$ cat config.mk
export PLATFORM = sky130hd
export DESIGN_NAME = event_serializer
export DESIGN_NICKNAME = d
export VERILOG_FILES = /design/src/rtl/event_serializer.sv
export SDC_FILE = /design/constraint.sdc
export NUM_CORES = 1
export LEC_CHECK = 0
export ABC_AREA = 1
export CORE_UTILIZATION = 45
export DETAILED_ROUTE_END_ITERATION = 8
export PLACE_DENSITY = 0.68
export RECOVER_POWER = 100
export SYNTH_ARGS = -nofsm -noshare
export SYNTH_HDL_FRONTEND = slang
export SYNTH_SLANG_ARGS = --single-unit
$ cat constraint.sdc
create_clock -name clk -period 2 [get_ports clk]
set_input_delay 0.3 -clock clk [delete_from_list [all_inputs] [get_ports clk]]
set_output_delay 0.3 -clock clk [all_outputs]
set_load 0.02 [all_outputs]
$ cat src/rtl/event_serializer.sv
// Event FIFO plus UART-style serializer: 8-bit event words, LSB first.
// Optional saturating drop counter: define EVENT_SER_DROPCNT_EN.
module event_serializer #(
  parameter int DEPTH    = 4,
  parameter int BAUD_DIV = 4
) (
  input  logic                       clk,
  input  logic                       rst,
  input  logic                       ev_valid,
  input  logic [1:0]                 ev_x,
  input  logic [1:0]                 ev_y,
  input  logic [1:0]                 ev_p,
  input  logic [1:0]                 ev_t,
  output logic                       tx,
  output logic                       busy,
  output logic [$clog2(DEPTH):0]     fifo_level,
  output logic [7:0]                 drop_count
);

  localparam int AW = $clog2(DEPTH);
  localparam int LW = AW + 1;
  localparam int CW = $clog2(BAUD_DIV) + 1;

  typedef enum logic [1:0] {
    S_IDLE,
    S_START,
    S_DATA,
    S_STOP
  } state_t;

  logic [7:0]    mem_q [DEPTH];
  logic [AW-1:0] wr_ptr_q;
  logic [AW-1:0] rd_ptr_q;
  logic [LW-1:0] level_q;
  logic [LW-1:0] level_d;

  state_t        state_q;
  logic [CW-1:0] cnt_q;
  logic [2:0]    bit_q;
  logic [7:0]    sh_q;
  logic          tx_q;
  logic          busy_q;

  logic [7:0]    word;
  logic          pop;
  logic          push;
  logic          baud_end;

  assign word     = {ev_x, ev_y, ev_p, ev_t};
  assign pop      = (state_q == S_IDLE) && (level_q != '0);
  assign push     = ev_valid && ((level_q < LW'(DEPTH)) || pop);
  assign baud_end = (cnt_q == CW'(BAUD_DIV - 1));

  // Occupancy follows push/pop; both together leave it unchanged.
  always_comb begin
    level_d = level_q;
    unique case ({push, pop})
      2'b10:   level_d = level_q + 1'b1;
      2'b01:   level_d = level_q - 1'b1;
      default: level_d = level_q;
    endcase
  end

  // Event storage; contents need no reset since level guards reads.
  always_ff @(posedge clk) begin
    if (!rst && push) begin
      mem_q[wr_ptr_q] <= word;
    end
  end

  // FIFO pointers and level.
  always_ff @(posedge clk) begin
    if (rst) begin
      wr_ptr_q <= '0;
      rd_ptr_q <= '0;
      level_q  <= '0;
    end else begin
      if (push) wr_ptr_q <= wr_ptr_q + 1'b1;
      if (pop)  rd_ptr_q <= rd_ptr_q + 1'b1;
      level_q <= level_d;
    end
  end

  // Transmit FSM with registered line and busy outputs.
  always_ff @(posedge clk) begin
    if (rst) begin
      state_q <= S_IDLE;
      cnt_q   <= '0;
      bit_q   <= '0;
      sh_q    <= '0;
      tx_q    <= 1'b1;
      busy_q  <= 1'b0;
    end else begin
      unique case (state_q)
        S_IDLE: begin
          tx_q <= 1'b1;
          if (pop) begin
            sh_q    <= mem_q[rd_ptr_q];
            cnt_q   <= '0;
            state_q <= S_START;
            tx_q    <= 1'b0;
            busy_q  <= 1'b1;
          end
        end
        S_START: begin
          if (baud_end) begin
            cnt_q   <= '0;
            bit_q   <= '0;
            state_q <= S_DATA;
            tx_q    <= sh_q[0];
          end else begin
            cnt_q <= cnt_q + 1'b1;
          end
        end
        S_DATA: begin
          if (baud_end) begin
            cnt_q <= '0;
            if (bit_q == 3'd7) begin
              state_q <= S_STOP;
              tx_q    <= 1'b1;
            end else begin
              bit_q <= bit_q + 1'b1;
              sh_q  <= sh_q >> 1;
              tx_q  <= sh_q[1];
            end
          end else begin
            cnt_q <= cnt_q + 1'b1;
          end
        end
        S_STOP: begin
          if (baud_end) begin
            cnt_q   <= '0;
            state_q <= S_IDLE;
            busy_q  <= 1'b0;
          end else begin
            cnt_q <= cnt_q + 1'b1;
          end
        end
        default: begin
          state_q <= S_IDLE;
          tx_q    <= 1'b1;
          busy_q  <= 1'b0;
        end
      endcase
    end
  end

`ifdef EVENT_SER_DROPCNT_EN
  logic [7:0] drop_q;

  // Saturating count of events refused by a full FIFO.
  always_ff @(posedge clk) begin
    if (rst) begin
      drop_q <= '0;
    end else if (ev_valid && !push && (drop_q != 8'hFF)) begin
      drop_q <= drop_q + 1'b1;
    end
  end

  assign drop_count = drop_q;
`else
  assign drop_count = '0;
`endif

  assign tx         = tx_q;
  assign busy       = busy_q;
  assign fifo_level = level_q;

endmodule

==> results of run 1 <==
[worst paths after layout]
| kind | startpoint | to | slack, ns | cells after the start |
|---|---|---|---|---|
| hold reg to reg | bit_q[0] | bit_q[0] | 0.46 | 1 |
| setup reg to reg | state_q[1] | mem_q[0][7] | 0.11 | 7 |
| hold / removal | bit_q[0] | bit_q[0] | 0.46 | 1 |
| setup / recovery | state_q[1] | mem_q[0][7] | 0.11 | 7 |
[layer usage]
layer / vias up / GRT usage
met5: - / 0
met2: 36 / 0.2672
met3: 7 / 0.04719
met1: 905 / 0.2466
met4: 0 / 0.08571
li1: 1032 / -
[cells by family after synthesis]
logic type,count (synthesis),synth area share
compound gates,63,0.1234
fa+ha+maj,13,0.06060
buf+inv,61,0.1074
flops,59,0.5348
other cells,1,0.001336
simple gates,107,0.1725
[what timing repair did]
action,4_1_cts,5_1_grt
buffers inserted,0,0
endpoints found under the setup margin,0,1
resized for setup,0,5
[final cells by class]
type,count,area share
Multi-Input combinational cell,191,0.3191
Inverter,43,0.05048
Clock buffer,11,0.04355
Sequential cell,59,0.4624
Tap cell,75,0.02890
Clock inverter,5,0.02351
Timing Repair Buffer,29,0.07206
[registers in the layout, indices dropped and copies added, names as in the netlist, named ones only]
register,cells
bit_q,3
busy,1
cnt_q,3
fifo_level,3
mem_q,32
rd_ptr_q,2
sh_q,8
state_q,2
tx,1
wr_ptr_q,2
[Yosys cell counts]
master / number
a211oi_1: 1
a21oi_1: 36
a21oi_2: 6
buf_2: 2
buf_4: 12
buf_6: 3
clkbuf_1: 1
conb_1: 1
dfxtp_1: 27
edfxtp_1: 32
fa_1: 1
ha_1: 12
inv_1: 40
inv_2: 2
inv_4: 1
nand2_1: 73
nand2_4: 2
nand3_1: 8
nand3_2: 1
nand3_4: 1
nand4_1: 3
nor2_1: 12
nor2_2: 2
nor2_4: 2
nor4_1: 1
o211ai_1: 1
o21ai_0: 15
o21ai_1: 3
o21ai_2: 1
or2_2: 1
or2_4: 1
[report_power, final]
part / total (mW) / internal [mW] / switching (mW) / leakage [nW]
Combinational: 1.69 / 0.623 / 1.07 / 0.759
Clock: 1.18 / 0.729 / 0.446 / 0.107
Sequential: 1.63 / 1.48 / 0.150 / 0.513
[critical path, delay by kind of cell (launching register included)]
family | cells | cell delay (ns)
buffers and inverters | 3 | 0.59
flip-flops | 1 | 0.34
adder cells (fa/ha/maj) | 1 | 0.16
AND/OR/NAND/NOR | 2 | 0.40
AO/OA/AOI/OAI | 1 | 0.05
[per-stage QoR]
| step | hold slack (ns) | setup WS, ns |
|---|---|---|
| after floorplan | 0.3989 | 0.01304 |
| after global placement | 0.4436 | 0.05292 |
| after detailed placement | 0.4519 | 0.01928 |
| after CTS | 0.4615 | 0.006726 |
| after global routing | 0.4789 | 0.01591 |
| final | 0.4583 | 0.1123 |
==> summary.md, run 1 <==
| Metric | Value |
|---|---|
| Vias | 1,980 |
| Largest net degree at the start of global routing | 17 |
| First-pass GRT wire length | 8604 µm |
| CTS buffer count | 9 |
| Final WL | 5129 µm |
| Synth unique cells | 31 |
| Cell Area, Synth | 2808 µm² |
| Status | finished clean |
| Cell mode on critical path | clkbuf_1 |
| Max layer used | met4 |
| WL/cell | 12.42 µm |
| DRC errors left | 0 |
| CP arrival | 1.87 ns |
| DRC marker count from the first detailed-route iteration | 119 |
| CTS Sinks | 59 |
| Router iterations before antenna repair | 4 |
| Slowest stage delay, CP | 0.37 ns |
| Max Cap Viol | 0 |
| Instance area at placement | 3053 µm² |
| Fillers | 559 |
| FMAX | 529.8 MHz |
| Die W | 80.99 µm |
| Routability cong. | 0.8078 |
| Total GRT Usage | 0.1810 |
| Top cells by area, synth | edfxtp_1 34%, dfxtp_1 19%, nand2_1 9.8% |
| Longest Clk Path Bufs | 2 |
| Pleak | 1.379 nW |
| Number of routed nets with antenna violations | 0 |
| Cells after Synth | 304 |
| Starting Density | 0.4714 |
| Most common cell after layout, fill and taps aside | nand2_1 |
| Final Non-Filler Cells | 413 |
| DR vias/cell | 4.794 |
| Crit-path max FO | 8 |
| Number of I/O port buffers | 15 |
| Rows | 28 |
| Number of global-route vias before repair | 1,827 |
| Worst VDD drop | 0.0009775 V |
| Slew Limit Fails | 0 |
| Synthesis-stage register bit count | 59 |
| PwrDens | 1386 nW/µm² |
| Most frequent cells in the layout | 73 x nand2_1, 38 x inv_1, 38 x a21oi_1 |
| Die Height | 80.99 µm |
| DPL Wire Length | 3734 µm |
| Seq/Total Area, Yosys | 0.5348 |
| RSZ-0062 raised after global routing | false |
| FF/Latch Area | 1501 µm² |
| # hold bufs at CTS | 0 |
| Met1 WL | 2582 µm |
| Htree depth | 3 |
| Yosys warning count | 0 |
| Hold Violations, Final | 0 |
| Area grow syn2layout | 15.64% |
| Hold Path Class | flop to flop |
| CTS tree | yes |
| Period utilisation layout | 0.9438 |
| Initial antenna violation count | 0 |
| Clock Latency Late Sink | 0.33 ns |
| Total power | 4.499 mW |
| Global route overflow | 0 |
| Placed cells | 397 |
| Critical path's slowest cell | clkbuf_1 |
| Root buffer cell | clkbuf_8 |
| Final net count | 357 |
| Final core occ | 0.5452 |
| Core area | 5956 µm² |
| Post-Route Setup TNS | 0 ns |
| Area of the multi-input gates | 1036 µm² |
| Wire length on met3 | 192 µm |
| Layout cells sized above 1 | 0.1331 |
| Final instance area | 3247 µm² |
| Clock-pin slew on the worst setup and hold paths | 0.06 ns |
| Yosys top cell area share | 0.3422 |
| Inserted Diodes | 0 |
| WP data required | 1.98 ns |
| Top cell type by total area after synthesis | edfxtp_1 |
| Final setup vio count | 0 |
| Critical Path End Type | flop |
| Avg Cell Area, Syn | 9.236 µm² |
| CP Class | flop to flop |
| Met2 WL | 2273 µm |
| Io pins | 24 |
| Min Clock Period, post-route | 1.888 ns |
| Clock Skew | 0.005505 ns |
| Critical path, cell by cell | inv_2 -> ha_4 -> o21ai_4 -> clkbuf_1 -> or2_2 -> nor2_1 -> clkbuf_1 |
| Startpoint Class | flop |
| Die area | 6559 µm² |
(Power assumes the default switching activity.)
==> inputs of run 2 (changes only) <==
--- a/config.mk
+++ b/config.mk
@@ -8,6 +8,7 @@
 export ABC_AREA = 1
 export CORE_UTILIZATION = 45
 export DETAILED_ROUTE_END_ITERATION = 8
+export MAX_ROUTING_LAYER = met4
 export PLACE_DENSITY = 0.68
 export RECOVER_POWER = 100
 export SYNTH_ARGS = -nofsm -noshare
==> summary.md, run 2 (synthesized netlist as in run 1, its figures left out) <==
| Metric | Value |
|---|---|
| Pleak | 1.379 nW |
| Post-CTS Setup Repair Bufs | 0 |
| Clock-pin slew on the worst setup and hold paths | 0.06 ns |
| Starting Density | 0.4714 |
| DR vias/cell | 4.780 |
| Router iterations before antenna repair | 4 |
| Number of global-route vias before repair | 1,821 |
| Htree depth | 3 |
| Clock Skew | 0.005466 ns |
| Pre-CTS setup slack | 0.01928 ns |
| Period utilisation layout | 0.9474 |
| Startpoint Class | flop |
| CTS tree | yes |
| Clock Latency Late Sink | 0.33 ns |
| Die W | 80.99 µm |
| Area grow syn2layout | 15.64% |
| Worst Setup SP | state_q[1] |
| Min Clock Period, post-route | 1.895 ns |
| Most common cell after layout, fill and taps aside | nand2_1 |
| Top reg by flops | mem_q |
| Final WS setup | 0.1052 ns |
| Max reg flops | 32 |
| DPL Wire Length | 3734 µm |
| CTS Sinks | 59 |
| Critical Path End Type | flop |
| Longest Clk Path Bufs | 2 |
| Die Height | 80.99 µm |
| Instance area at placement | 3053 µm² |
| Io pins | 24 |
| Initial antenna violation count | 0 |
| R2R setup slack | 0.11 ns |
| WP data required | 1.98 ns |
| Global route overflow | 0 |
| Hold Violations, Final | 0 |
| DRC marker count from the first detailed-route iteration | 130 |
| Fillers | 559 |
| Largest net degree at the start of global routing | 17 |
| Final instance area | 3247 µm² |
| Reg2Reg Launch Point | state_q[1] |
| Die area | 6559 µm² |
| Min-delay src | bit_q[0] |
| Final core occ | 0.5452 |
| FMAX | 527.8 MHz |
| Crit-path max FO | 8 |
| Final net count | 357 |
| Slew Limit Fails | 0 |
| PwrDens | 1384 nW/µm² |
| Inserted Diodes | 0 |
| Max Cap Viol | 0 |
| Number of routed nets with antenna violations | 0 |
| First-pass GRT wire length | 8625 µm |
| Worst VDD drop | 0.0009766 V |
| Root buffer cell | clkbuf_8 |
| Post-Route Setup TNS | 0 ns |
| WL/cell | 12.40 µm |
| Status | finished clean |
| RSZ-0062 raised after global routing | false |
| CP Class | flop to flop |
| Most frequent cells in the layout | 73 x nand2_1, 38 x inv_1, 38 x a21oi_1 |
| Core area | 5956 µm² |
| Vias | 1,974 |
| Rows | 28 |
| Total GRT Usage | 0.1869 |
| CP arrival | 1.87 ns |
| Largest regs | mem_q: 32 flops, sh_q: 8 flops |
| CTS buffer count | 9 |
| Final setup vio count | 0 |
| Hold Path Class | flop to flop |
| Min Hold Slack | 0.4583 ns |
| Final WL | 5122 µm |
| Number of I/O port buffers | 15 |
| Layout cells sized above 1 | 0.1331 |
| Routability cong. | 0.8196 |
| DRC errors left | 0 |
## run 2: cell counts in the layout (fill, tap and decap cells not counted)
No cell type changed its count.
## run 2: through the flow
stage,power [mW],cells
global placement,3.387,397
floorplan,3.017,311
CTS,4.600,413
detailed placement,3.415,397
global route,4.850,413
finish,4.495,413
## run 2: worst paths after layout
path	end	depth (start not counted)
worst max-delay path	mem_q[0][1]	7
worst min-delay path	bit_q[0]	1
worst max register to register	mem_q[0][1]	7
worst min register to register	bit_q[0]	1
## run 2: worst max-delay path: stages, from the launching register on
cell      delay (ns)
dfxtp_1         0.34
inv_2           0.09
ha_4            0.16
o21ai_4         0.05
clkbuf_1        0.13
or2_2           0.31
nor2_1          0.09
clkbuf_1        0.37
## run 2: repair_timing
item | in CTS | in global routing
hold endpoints to repair | 0 | 0
endpoints found under the setup margin | 0 | 1
gates resized for setup | 0 | 5
hold buffers | 0 | 0
## run 2: per-layer routing
metal  track usage  share of wire  vias to the layer above  routed length (µm)
met5             -              0                        -                   0
met1        0.2487           0.49                      896                2504
met3       0.04719          0.049                        4                 249
met4       0.08571          0.010                        0                  53
li1              -              -                     1033                   -
met2        0.2664           0.45                       41                2316
## run 2: power breakdown
part / switching (mW) / internal, mW / total, mW
clock network: 0.445 / 0.729 / 1.17
logic: 1.06 / 0.623 / 1.69
registers: 0.150 / 1.48 / 1.63
## run 2: layout make-up
class                           count  area [µm²]  share of cell area
Inverter                           43       163.9             0.05048
Multi-Input combinational cell    191        1036              0.3191
Timing Repair Buffer               29       234.0             0.07206
Clock inverter                      5       76.32             0.02351
Sequential cell                    59        1501              0.4624
Tap cell                           75       93.84             0.02890
Clock buffer                       11       141.4             0.04355
